==> src/rtl/regset_pkg.sv <==
// Shared definitions for the register-set write arbiter: FSM encoding,
// register-index and data widths, default register count and a range helper.
package regset_pkg;

  typedef enum logic {
    ARB  = 1'b0,
    LOCK = 1'b1
  } arb_state_e;

  localparam int REG_IDX_W     = 3;
  localparam int DATA_W        = 4;
  localparam int DEFAULT_NREGS = 6;

  function automatic logic addr_in_range(input logic [REG_IDX_W-1:0] addr,
                                         input int                   nregs);
    return int'(addr) < nregs;
  endfunction

endpackage

==> src/rtl/rr_pick.sv <==
// Round-robin priority pick: first requesting index strictly after
// last_winner (wrapping), returned as a one-hot grant vector.
module rr_pick #(
  parameter int NREQ = 3,
  parameter int IDXW = 2
) (
  input  logic [NREQ-1:0] req,
  input  logic [IDXW-1:0] last_winner,
  output logic [NREQ-1:0] gnt
);

  logic [IDXW-1:0] idx;
  logic            found;

  // NOTE: every variable written in always_comb is given a default first so
  // no path leaves it unassigned, which would otherwise infer a latch.
  always_comb begin
    gnt   = '0;
    found = 1'b0;
    idx   = '0;
    for (int k = 1; k <= NREQ; k++) begin
      idx = IDXW'((int'(last_winner) + k) % NREQ);
      if (!found && req[idx]) begin
        gnt[idx] = 1'b1;
        found    = 1'b1;
      end
    end
  end

endmodule

==> src/rtl/regset_wr_arb.sv <==
// Multi-requester write arbiter feeding a small register set (WR/WRD/Reg_EN).
// Define REGSET_ARB_LOCK_EN to add the lock input and locked-burst state.
module regset_wr_arb
  import regset_pkg::*;
#(
  parameter int NREQ     = 3,
  parameter int NREGS    = DEFAULT_NREGS,
  parameter int MAXBURST = 4
) (
  input  logic                      clock,
  input  logic                      reset,
  input  logic [NREQ-1:0]           req,
  input  logic [NREQ*REG_IDX_W-1:0] req_addr,
  input  logic [NREQ*DATA_W-1:0]    req_data,
`ifdef REGSET_ARB_LOCK_EN
  input  logic [NREQ-1:0]           lock,
`endif
  output logic [NREQ-1:0]           gnt,
  output logic [REG_IDX_W-1:0]      WR,
  output logic [DATA_W-1:0]         WRD,
  output logic                      Reg_EN,
  output logic                      err
);

  localparam int IDXW = (NREQ > 2) ? 2 : 1;

  logic [IDXW-1:0]      last_winner;
  logic [NREQ-1:0]      rr_gnt;
  logic [IDXW-1:0]      rr_idx;
  logic                 acc;
  logic [IDXW-1:0]      acc_idx;
  logic [REG_IDX_W-1:0] acc_addr;
  logic [DATA_W-1:0]    acc_data;

  rr_pick #(
    .NREQ (NREQ),
    .IDXW (IDXW)
  ) u_rr_pick (
    .req         (req),
    .last_winner (last_winner),
    .gnt         (rr_gnt)
  );

  always_comb begin
    rr_idx = '0;
    for (int i = 0; i < NREQ; i++) begin
      if (rr_gnt[i]) rr_idx = IDXW'(i);
    end
  end

`ifdef REGSET_ARB_LOCK_EN
  arb_state_e state, state_nxt;
  logic [2:0] burst_cnt, burst_nxt;
  logic       owner_hold;

  assign owner_hold = req[last_winner] & lock[last_winner];

  // The owner is always last_winner while locked; dropping req or lock ends
  // the burst with an idle cycle, and arbitration resumes on the next one.
  always_comb begin
    gnt       = '0;
    acc       = 1'b0;
    acc_idx   = rr_idx;
    state_nxt = state;
    burst_nxt = burst_cnt;
    if (!reset) begin
      unique case (state)
        ARB: begin
          if (|rr_gnt) begin
            gnt     = rr_gnt;
            acc     = 1'b1;
            acc_idx = rr_idx;
            if (lock[rr_idx] && MAXBURST > 1) begin
              state_nxt = LOCK;
              burst_nxt = 3'd1;
            end
          end
        end
        LOCK: begin
          if (owner_hold) begin
            gnt[last_winner] = 1'b1;
            acc              = 1'b1;
            acc_idx          = last_winner;
            if (int'(burst_cnt) + 1 >= MAXBURST) begin
              state_nxt = ARB;
              burst_nxt = 3'd0;
            end else begin
              burst_nxt = burst_cnt + 3'd1;
            end
          end else begin
            state_nxt = ARB;
            burst_nxt = 3'd0;
          end
        end
        default: state_nxt = ARB;
      endcase
    end
  end

  always_ff @(posedge clock) begin
    if (reset) begin
      state     <= ARB;
      burst_cnt <= 3'd0;
    end else begin
      state     <= state_nxt;
      burst_cnt <= burst_nxt;
    end
  end
`else
  always_comb begin
    gnt     = reset ? '0 : rr_gnt;
    acc     = |gnt;
    acc_idx = rr_idx;
  end
`endif

  always_comb begin
    acc_addr = '0;
    acc_data = '0;
    for (int i = 0; i < NREQ; i++) begin
      if (acc_idx == IDXW'(i)) begin
        acc_addr = req_addr[i*REG_IDX_W +: REG_IDX_W];
        acc_data = req_data[i*DATA_W +: DATA_W];
      end
    end
  end

  // NOTE: sequential state uses non-blocking assignments so every register
  // samples pre-edge values regardless of statement order.
  always_ff @(posedge clock) begin
    if (reset) begin
      last_winner <= IDXW'(NREQ - 1);
      WR          <= '0;
      WRD         <= '0;
      Reg_EN      <= 1'b0;
      err         <= 1'b0;
    end else begin
      Reg_EN <= 1'b0;
      err    <= 1'b0;
      if (acc) begin
        last_winner <= acc_idx;
        if (addr_in_range(acc_addr, NREGS)) begin
          WR     <= acc_addr;
          WRD    <= acc_data;
          Reg_EN <= 1'b1;
        end else begin
          err <= 1'b1;
        end
      end
    end
  end

endmodule

==> config.mk <==
export PLATFORM = sky130hd
export DESIGN_NAME = regset_wr_arb
export DESIGN_NICKNAME = d
export VERILOG_FILES = /design/src/rtl/regset_pkg.sv /design/src/rtl/rr_pick.sv /design/src/rtl/regset_wr_arb.sv
export SDC_FILE = /design/constraint.sdc
export NUM_CORES = 1
export LEC_CHECK = 0
export CORE_MARGIN = 1.5
export CORE_UTILIZATION = 47
export CTS_CLUSTER_SIZE = 25
export DETAILED_ROUTE_END_ITERATION = 10
export PLACE_DENSITY = 0.83
export REMOVE_ABC_BUFFERS = 1
export SYNTH_ARGS = -nofsm -noshare
export SYNTH_HDL_FRONTEND = slang
export SYNTH_SLANG_ARGS = --single-unit
==> constraint.sdc <==
create_clock -name clock -period 3.5 [get_ports clock]
set_input_delay 0.7 -clock clock [delete_from_list [all_inputs] [get_ports clock]]
set_output_delay 0.7 -clock clock [all_outputs]
set_load 0.01 [all_outputs]
==> flow_summary.html, run 1 <==
<table>
<tr><th>Metric</th><th>Value</th></tr>
<tr><th colspan="2">Status</th></tr>
<tr><td>Result of the run</td><td>completed</td></tr>
<tr><th colspan="2">GRT</th></tr>
<tr><td>Final global-route overflow total</td><td>0</td></tr>
<tr><td>Global-route wire length before repair</td><td>4470 µm</td></tr>
<tr><td>Pin count of the biggest net entering global routing</td><td>14</td></tr>
<tr><td>Vias in the first global route</td><td>1049</td></tr>
<tr><td>Initial antenna violation count</td><td>0</td></tr>
<tr><td>GRT Util Overall</td><td>0.241</td></tr>
<tr><th colspan="2">Setup path</th></tr>
<tr><td>Critical path fanouts, max</td><td>6</td></tr>
<tr><td>Arrival time at the worst endpoint</td><td>2680 ps</td></tr>
<tr><td>Start-to-end type of the worst setup path</td><td>input port to primary output</td></tr>
<tr><td>Most used cell, CP</td><td>clkdlybuf4s50_1</td></tr>
<tr><td>Delay of the slowest cell on the worst path</td><td>590 ps</td></tr>
<tr><td>Required time of the worst setup path</td><td>2800 ps</td></tr>
<tr><td>Critical Path End Type</td><td>primary output</td></tr>
<tr><td>Cells along the critical path</td><td>clkdlybuf4s50_1 &gt; inv_1 &gt; o21ai_1 &gt; a32oi_1 &gt; o21a_1 &gt; nor2_1 &gt; clkdlybuf4s50_1</td></tr>
<tr><td>CP Launch Type</td><td>input port</td></tr>
<tr><td>Highest-delay cell along the critical path</td><td>clkdlybuf4s50_1</td></tr>
<tr><th colspan="2">Clock network</th></tr>
<tr><td>Clock tree root driver cell</td><td>clkbuf_4</td></tr>
<tr><td>Number of buffers added for setup after CTS</td><td>0</td></tr>
<tr><td>Clock sink count</td><td>11</td></tr>
<tr><td>Maximum level of the CTS H-tree</td><td>1</td></tr>
<tr><td>Clock transition at the registers of the reported paths</td><td>70 ps</td></tr>
<tr><td>Total CTS buffers</td><td>3</td></tr>
<tr><td>Resized Gates After CTS</td><td>0</td></tr>
<tr><td>Maximum count of clock buffers along a single path</td><td>2</td></tr>
<tr><td>Clock tree from TritonCTS</td><td>done</td></tr>
<tr><td>Count of hold buffers inserted by post-cts repair</td><td>0</td></tr>
<tr><td>Clock network latency to the later pin of the worst-skew pair</td><td>280 ps</td></tr>
<tr><th colspan="2">Finish</th></tr>
<tr><td>Multi-input combinational cell area</td><td>726 µm²</td></tr>
<tr><td>Fraction of layout cells with a size suffix above 1</td><td>0.123</td></tr>
<tr><td>Final cell count without fillers</td><td>182</td></tr>
<tr><td>Filler cells</td><td>146</td></tr>
<tr><td>Number of antenna cells inserted</td><td>0</td></tr>
<tr><td>Register area</td><td>220 µm²</td></tr>
<tr><td>NumNets Final</td><td>186</td></tr>
<tr><td>Area growth syn-to-layout</td><td>42.9%</td></tr>
<tr><th colspan="2">Drt</th></tr>
<tr><td>Average wire length per cell after detail routing</td><td>15.6 µm</td></tr>
<tr><td>Vias</td><td>1088</td></tr>
<tr><td>Final WL</td><td>2850 µm</td></tr>
<tr><td>Router iterations before antenna repair</td><td>4</td></tr>
<tr><td>Average vias per placed instance</td><td>5.98</td></tr>
<tr><td>Starting DRT DRC Count</td><td>30</td></tr>
<tr><td>Final ANT Viol Nets</td><td>0</td></tr>
<tr><td>Remaining DRCs</td><td>0</td></tr>
<tr><th colspan="2">Floorplanning</th></tr>
<tr><td>Horiz. Die Dim</td><td>49.1 µm</td></tr>
<tr><td>Number of cell rows</td><td>16</td></tr>
<tr><td>Area of the core</td><td>1980 µm²</td></tr>
<tr><td>Initial Util</td><td>0.504</td></tr>
<tr><td>Total Die Area</td><td>2410 µm²</td></tr>
<tr><td>Die height</td><td>49.1 µm</td></tr>
<tr><td>Total I/O pin count</td><td>38</td></tr>
<tr><th colspan="2">Placed design</th></tr>
<tr><td>Routability congestion estimate from global placement</td><td>0.871</td></tr>
<tr><td>Pre-CTS setup slack</td><td>164 ps</td></tr>
<tr><td>PortBufs</td><td>37</td></tr>
<tr><td>Total placed cells including tap cells</td><td>178</td></tr>
<tr><td>HPWL after DPL</td><td>2250 µm</td></tr>
<tr><th colspan="2">Yosys</th></tr>
<tr><td>Top post-synthesis cells by area</td><td>dfxtp_1 (22%), mux2i_1 (8.0%), a311o_1 (5.0%), ha_1 (5.0%), nor3_1 (4.5%)</td></tr>
<tr><td>Number of flops mapped to enable cells by yosys</td><td>0</td></tr>
<tr><td>Cell type contributing the most total cell area after synthesis</td><td>dfxtp_1</td></tr>
<tr><td>Xor/xnor cell area share of the yosys netlist</td><td>0</td></tr>
<tr><td>Complex-gate fraction of the synthesized area</td><td>0.364</td></tr>
<tr><td>Leading post-synthesis cells by instance count</td><td>dfxtp_1 (11), nand2_1 (9), nor3_1 (9)</td></tr>
<tr><td>Combinational family with the most area after synthesis</td><td>compound AO/OA/AOI/OAI gates</td></tr>
<tr><td>Sequential element share of the synthesized area</td><td>0.220</td></tr>
<tr><td>Distinct cell type count of the synthesized netlist</td><td>40</td></tr>
<tr><td>Multiplexer fraction of the synthesized cell area</td><td>0.0801</td></tr>
<tr><td>Area of the mapped netlist</td><td>1000 µm²</td></tr>
<tr><td>Async set or reset register ratio after synthesis</td><td>0</td></tr>
<tr><td>Gate count of the mapped netlist</td><td>114</td></tr>
<tr><td>Count of state elements after synthesis</td><td>11</td></tr>
<tr><td>Predominant post-synthesis flop cell</td><td>dfxtp_1</td></tr>
<tr><td>Synth Area in Simple Gates</td><td>0.232</td></tr>
<tr><td>Area share of fa/ha/maj cells after synthesis</td><td>0.0501</td></tr>
<tr><td>Share of the synthesized area in the top cell type</td><td>0.220</td></tr>
<tr><td>Number of warnings reported in the yosys synthesis log</td><td>0</td></tr>
<tr><td>Average instance area after synthesis</td><td>8.77 µm²</td></tr>
<tr><td>Cell with the most instances after synthesis</td><td>dfxtp_1</td></tr>
<tr><th colspan="2">STA</th></tr>
<tr><td>Final clock period utilization by the worst path</td><td>0.964</td></tr>
<tr><td>Worst clock skew</td><td>5.80 ps</td></tr>
<tr><td>Final Max Slew Viols</td><td>0</td></tr>
<tr><td>Setup repair after global routing missed its margin</td><td>false</td></tr>
<tr><td>Final setup margin</td><td>125 ps</td></tr>
<tr><td>Post-layout minimum cycle time</td><td>3380 ps</td></tr>
<tr><td>Final-report setup violation count</td><td>0</td></tr>
<tr><td>Actual slew at the worst max-slew pin</td><td>600 ps</td></tr>
<tr><td>Final Hold Viols</td><td>0</td></tr>
<tr><td>Highest Clock Rate</td><td>0.296 GHz</td></tr>
<tr><td>Accumulated negative setup slack</td><td>0 ps</td></tr>
<tr><td>Relative max-transition margin</td><td>0.598</td></tr>
<tr><th colspan="2">Power and ir drop</th></tr>
<tr><td>Peak supply drop</td><td>533 µV</td></tr>
<tr><td>Pwr per Cell Area</td><td>748 nW/µm²</td></tr>
<tr><td>Static leakage power</td><td>0.000541 µW</td></tr>
<tr><th colspan="2">Job</th></tr>
<tr><td>Number of max-capacitance violations reported</td><td>0</td></tr>
<tr><th colspan="2">Min path</th></tr>
<tr><td>Min-delay worst type</td><td>flop to flop</td></tr>
</table>
layout make-up:
cell class,instances,area share
well taps,27,0.0236
multi-input cells,93,0.508
repair buffers,41,0.280
clock buffers,4,0.0184
inverters,6,0.0158
flip-flops and latches,11,0.154
critical path: cells and delay by family:
family	cells	cell delay (ps)
AO/OA/AOI/OAI	3	620
buffers and inverters	3	1260
AND/OR/NAND/NOR	1	100
per-layer routing:
| metal | vias up | wire length, µm | track usage |
|---|---|---|---|
| li1 | 515 | - | - |
| met1 | 508 | 1150 | 0.258 |
| met2 | 45 | 1430 | 0.428 |
| met3 | 20 | 163 | 0.0706 |
| met4 | 0 | 104 | 0.114 |
| met5 | - | 0 | 0 |
where the power goes:
part | total (µW) | switching (µW) | internal (µW)
clock network | 90.0 | 45.8 | 44.3
registers | 186 | 18.7 | 167
logic | 792 | 422 | 371
per-stage QoR:
stage | total power (µW) | hold WS [ps] | cell area (µm²) | utilization
finish | 1070 | 464 | 1430 | 0.721
global route | 1140 | 486 | 1430 | 0.721
CTS | 1060 | 472 | 1430 | 0.721
detailed placement | 971 | 457 | 1400 | 0.708
global placement | 952 | 450 | 1400 | 0.708
floorplan | 718 | 479 | 968 | -
flip-flops by register name (all words and copies together) (netlist names):
register and cells:
WRD 4, WR 3, last_winner 2, Reg_EN 1, err 1
layout by cell type, fill, tap and decap left out, types with 2 or more instances in the layout:
| cell type | netlist | layout |
|---|---|---|
| nor2b_1 | 2 | 2 |
| o211a_1 | 2 | 2 |
| a21oi_1 | 3 | 3 |
| mux2i_1 | 8 | 8 |
| inv_1 | 6 | 6 |
| clkdlybuf4s50_1 | 0 | 37 |
| nand2b_1 | 5 | 5 |
| a311o_1 | 5 | 5 |
| a211oi_1 | 2 | 2 |
| o21ai_0 | 7 | 7 |
| nor3_1 | 9 | 9 |
| ha_1 | 4 | 4 |
| o21ai_1 | 3 | 3 |
| nand3_1 | 8 | 8 |
| nand2_1 | 9 | 9 |
| buf_4 | 0 | 4 |
| dfxtp_1 | 11 | 11 |
| nor2_1 | 5 | 5 |
| clkbuf_4 | 0 | 3 |
path summary, 6_finish.rpt:
path / start / end / slack (ps) / cells after the start
setup reg to reg: last_winner[1] / WRD[0] / 910 / 8
hold reg to reg: WRD[2] / WRD[2] / 460 / 2
setup / recovery: req[1] / gnt[0] / 120 / 7
hold / removal: WRD[2] / WRD[2] / 460 / 2
logic make-up after synthesis:
family / Yosys count
adder cells (fa/ha/maj): 4
multiplexers: 8
buffers and inverters: 10
AND/OR/NAND/NOR: 43
flip-flops: 11
AO/OA/AOI/OAI: 38
Power figures use the tool's default switching activity.
==> run 2, diff against run 1 <==
--- a/config.mk
+++ b/config.mk
@@ -11,6 +11,7 @@
 export DETAILED_ROUTE_END_ITERATION = 10
 export PLACE_DENSITY = 0.83
 export REMOVE_ABC_BUFFERS = 1
+export SLEW_MARGIN = 20
 export SYNTH_ARGS = -nofsm -noshare
 export SYNTH_HDL_FRONTEND = slang
 export SYNTH_SLANG_ARGS = --single-unit
==> results of run 2 <==
Same layout as run 1: the final DEF is identical, and so are final timing and power.
==> variant 1 (flow settings as in run 1) <==
Set the package constant `REG_IDX_W` to 2 (it was 3).
--- a/src/rtl/regset_pkg.sv
+++ b/src/rtl/regset_pkg.sv
@@ -9,3 +9,3 @@
 
-  localparam int REG_IDX_W     = 3;
+  localparam int REG_IDX_W     = 2;
   localparam int DATA_W        = 4;
Interface: changed (resized WR and req_addr); port bits go from 38 to 34. No check against the original RTL was run, so the function may have changed too.
==> variant 1 against run 1 <==
- sequential share of layout area increased by 0.84 points
- area after synthesis shrank 27%
- setup slack gained 0.024 ns
- final area decreased by 22%
- sequential cell count is 2 lower
- wire length decreased by 28%
- register-to-register slack better by 0.10 ns
- maximum frequency is 0.70% higher
- power down 4.0%
- highest routed layer unchanged
==> variant 1: results (changes against run 1) <==
metric	value	unit	change
uppermost routed layer	met4		
Post-DP Area	0.00107	mm2	-24%
number of antenna violations at the first check in global routing	0		unchanged
post-synthesis sequential area ratio	24.5	%	+2.5 points
maximum fanout encountered on the critical timing path	7		+1
met1 wire length	873	um	-24%
status	finished, final reports clean		
routability congestion estimate from global placement	0.810		-7.0%
H-tree lvl count	1		unchanged
maximum ir drop on the vdd rail	0.647	mV	+22%
number of global-route vias before repair	760		-28%
post-CTS setup buffer count	0		unchanged
Distinct cells, synth	33		-18%
clock transition at the register clock pins on the worst setup and hold paths after CTS	0.06	ns	
cts bufs inserted	3		unchanged
wire length after detailed routing	2060	um	-28%
clk_lat worst skew	0.27	ns	
DP Wirelength	1550	um	-31%
first-pass GRT wire length	3190	um	-29%
clock tree skew after final layout	0.00180	ns	-0.00400 ns
cells taking the most area after synthesis	dfxtp_1, a32o_1, nand3_1		
per-cell via count in the routed design	5.66		-5.4%
Synthesis Warnings	0		unchanged
Port Buffers	32		-14%
first-pass iteration count of the detailed router	5		+1
CP max stage cell	clkdlybuf4s50_1		
share of post-route cells with drive strength above 1	14.2	%	+1.9 points
maximum capacitance violations	0		unchanged
routed wl met3	97	um	-40%
arrival time at the worst endpoint	2.65	ns	-0.03 ns
maximum single-stage delay on the critical path	0.55	ns	-0.04 ns
first-iteration detailed-routing DRC count	21		-30%
Regs by FF count	WRD: 4 flops, WR: 2 flops, last_winner: 2 flops		
number of diodes added for antenna fixing	0		unchanged
worst-case clock buffer depth	2		unchanged
GR Util All Layers	23.6	%	-0.48 points
count of cells resized by post-cts repair	0		unchanged
most frequent cells after synthesis	nand3_1, dfxtp_1, o21ai_0		
cell family with the largest share of critical-path delay	buffers and inverters		
async set or reset register ratio after synthesis	0	%	unchanged
type of the worst min-delay path	reg -> reg		
maximum number of pins on one net before global-route repair	15		+1
leakage power	0.000455	uW	-16%
Final #Nets	155		-17%
Slew @ Worst Pin	0.564	ns	-0.0358 ns
root buf cell	clkbuf_4		
Detail Route met2 WL	1060	um	-25%
[variant 1: cell types whose count changed after synthesis, sizes merged, moves of 4 or more]
cell	change
nand3	+4
a32o	+6
or2	+5
a311o	-5
nor3	-8
nand2	-4
nand2b	-4
mux2i	-4
[variant 1: routing by layer]
layer / GRT usage [%] / vias to the layer above
li1: - / 406
met1: 26.2 / 374
met2: 41.8 / 26
met3: 7.76 / 3
met4: 7.50 / 0
met5: 0 / -
[variant 1: worst min-delay path: stages (launching register included)]
cell and delay (ns):
dfxtp_1 0.33, nand2_1 0.06, a21boi_0 0.06
[variant 1: report_power, final]
part / internal (uW) / switching (uW) / leakage, uW
Combinational: 384 / 390 / 0.000365
Clock: 44.0 / 38.1 / 0.0000150
Sequential: 149 / 21.2 / 0.0000749
[variant 1: area by class of cell]
cell class	count	area (um2)
Multi-Input combinational cell	74	514
Fill cell	122	380
Timing Repair Buffer	36	353
Sequential cell	9	180
Clock buffer	4	26.3
Tap cell	16	20.0
Inverter	4	15.0
[variant 1: worst paths after layout]
kind                                      from  slack, ns              to  depth (start not counted)
worst max-delay path                    req[2]       0.15          gnt[1]                          7
worst min register to register  last_winner[0]       0.50  last_winner[0]                          2
worst max register to register  last_winner[0]       1.01           WR[1]                          8
worst min-delay path            last_winner[0]       0.50  last_winner[0]                          2
[variant 1: metrics by stage]
| step | setup WS, ns | cells | hold WS, ns | util (%) |
|---|---|---|---|---|
| after CTS | 0.102 | 143 | 0.508 | 73.6 |
| after global routing | 0.00158 | 143 | 0.546 | 74.5 |
| after detailed placement | 0.0990 | 139 | 0.500 | 71.8 |
| after global placement | 0.186 | 139 | 0.493 | 71.8 |
| after floorplan | 1.02 | 87 | 0.478 | - |
| final | 0.148 | 143 | 0.504 | 74.5 |
[variant 1: cells by family (layout without fill, tap and decap cells)]
logic type | count (synthesis) | in the layout | share of synthesized area, %
compound gates | 26 | 26 | 26.1
fa+ha+maj | 4 | 4 | 6.81
buf+inv | 8 | 44 | 6.81
flops | 9 | 9 | 24.5
mux | 4 | 4 | 5.45
other cells | 1 | 1 | 0.511
simple gates | 39 | 39 | 29.8
==> variant 2 (config.mk and constraints of run 1) <==
Without the edit above. Register the output `err` once more, without a reset; this adds one clock of latency there. The other outputs are not delayed to match.
--- a/src/rtl/regset_wr_arb.sv
+++ b/src/rtl/regset_wr_arb.sv
@@ -25,2 +25,4 @@
   localparam int IDXW = (NREQ > 2) ? 2 : 1;
+
+  logic err_s0;
 
@@ -135,6 +137,6 @@
       Reg_EN      <= 1'b0;
-      err         <= 1'b0;
+      err_s0      <= 1'b0;
     end else begin
       Reg_EN <= 1'b0;
-      err    <= 1'b0;
+      err_s0 <= 1'b0;
       if (acc) begin
@@ -146,3 +148,3 @@
         end else begin
-          err <= 1'b1;
+          err_s0 <= 1'b1;
         end
@@ -152,2 +154,6 @@
 
+  always_ff @(posedge clock) begin
+    err <= err_s0;
+  end
+
 endmodule
Behaviour: not the same (Yosys sat finds a counterexample within 4 cycles, from zero or initial values and one cycle with reset high).
==> variant 2 against run 1 <==
- final area grew 2.7%
- area after synthesis grew 2.0%
- die area rose by 1.9%
- sequential cell count increased by 1
- setup slack improved by 0.057 ns
- wire length is 0.67% higher
- global-route usage fell by 0.12 points
- critical path depth stayed put
- worst hold slack got worse by 0.13 ns
- power grew 4.4%
- critical endpoint unchanged
- highest routed layer unchanged
==> variant 2: results (changes against run 1) <==
metric	value	unit	change
status	finished, final reports clean		
relative max-transition margin	52.8	%	-7.0 points
first-pass iteration count of the detailed router	4		unchanged
via count	1082		-0.55%
Regs by FF count	WRD: 4 flops, WR: 3 flops, last_winner: 2 flops		
synthesized-area fraction occupied by adder cells	4.91	%	-0.098 points
H-tree lvl count	1		unchanged
Compound-Gate Fraction of Synth Area	35.7	%	-0.72 points
Final #Nets	188		+1.1%
number of placed instances with taps included	180		+1.1%
number of diodes added for antenna fixing	0		unchanged
async set or reset register ratio after synthesis	0	%	unchanged
GR Util All Layers	23.9	%	-0.12 points
clk_lat worst skew	0.27	ns	
post-synthesis sequential area ratio	23.6	%	+1.5 points
Distinct cells, synth	41		+2.5%
cts bufs inserted	3		unchanged
maximum single-stage delay on the critical path	0.58	ns	
most frequent cells after synthesis	dfxtp_1, nand2_1, nor3_1		
type of the worst min-delay path	reg -> reg		
met3 layer usage reported by global route	3.64	%	-3.4 points
cell family with the largest share of critical-path delay	buffers and inverters		
maximum fanout encountered on the critical timing path	6		unchanged
Filler Cells Inserted	177		+21%
number of antenna violations at the first check in global routing	0		unchanged
Avg WL per Cell	15.6	um	-0.43%
Synthesis Warnings	0		unchanged
first-pass GRT wire length	4630	um	+3.5%
cells taking the most area after synthesis	dfxtp_1, mux2i_1, a311o_1		
met1 track demand over resource	30.3	%	+4.5 points
share of post-route cells with drive strength above 1	13.4	%	+1.1 points
worst-case clock buffer depth	2		unchanged
DP Wirelength	2250	um	-0.11%
Finish-stage setup viols	0		unchanged
root buf cell	clkbuf_4		
maximum ir drop on the vdd rail	0.573	mV	+7.6%
clock tree skew after final layout	0.00424	ns	-0.00156 ns
fraction of synthesized area in multiplexers	7.85	%	-0.16 points
routability congestion estimate from global placement	0.950		+9.1%
xor and xnor fraction of the mapped netlist area	0	%	unchanged
post-CTS setup buffer count	0		unchanged
number of global-route vias before repair	1036		-1.2%
global-route met2 utilization	41.8	%	-1.0 points
leakage power	0.000562	uW	+3.7%
wire length after detailed routing	2860	um	+0.67%
arrival time at the worst endpoint	2.62	ns	-0.06 ns
first-iteration detailed-routing DRC count	20		-33%
maximum number of pins on one net before global-route repair	11		-3
average instance area after synthesis	8.87	um2	+1.1%
## variant 2: changes by cell type in the layout (fill, tap and decap cells not counted)
cell / change
buf_4: +1
clkbuf_8: +1
nor2b_1: -1
clkbuf_1: -1
dfxtp_1: +1
and2b_1: +1
## variant 2: cell families after synthesis
group,after synthesis
buffers and inverters,10
flip-flops,12
multiplexers,8
AND/OR/NAND/NOR,43
adder cells (fa/ha/maj),4
AO/OA/AOI/OAI,38
## variant 2: per-layer routing
layer | part of all wire (%) | wire, um
met5 | 0 | 0
met4 | 1.1 | 31
met2 | 50 | 1440
met3 | 4.8 | 138
met1 | 44 | 1260
## variant 2: cell type report
class                      count  share of cell area [%]
clock buffer                   4                    2.47
inverter                       6                    1.53
multi-input combinational     93                    49.5
sequential                    12                    16.4
tap                           27                    2.30
timing repair buffer          42                    27.8
## variant 2: worst paths after layout
check | slack, ns | from | cells after the start | endpoint
min reg2reg | 0.33 | err_s0 | 0 | err
max | 0.18 | req[1] | 7 | gnt[0]
max reg2reg | 0.91 | last_winner[1] | 8 | WRD[3]
min | 0.33 | err_s0 | 0 | err
## variant 2: metrics by stage
stage          hold WS, ns  setup WS [ns]  cell area [um2]  total power (uW)
2_1_floorplan        0.310          0.976              990               734
3_3_place_gp         0.312          0.245             1430               973
3_5_place_dp         0.316          0.207             1430               995
4_1_cts              0.336          0.193             1470              1110
5_1_grt              0.339         0.0746             1470              1180
6_report             0.332          0.182             1470              1110
## variant 2: power by group
part           internal (uW)  switching (uW)  total (uW)
sequential               182            19.8         202
clock                   63.2            50.3         113
combinational            371             428         799
total                    617             498        1110
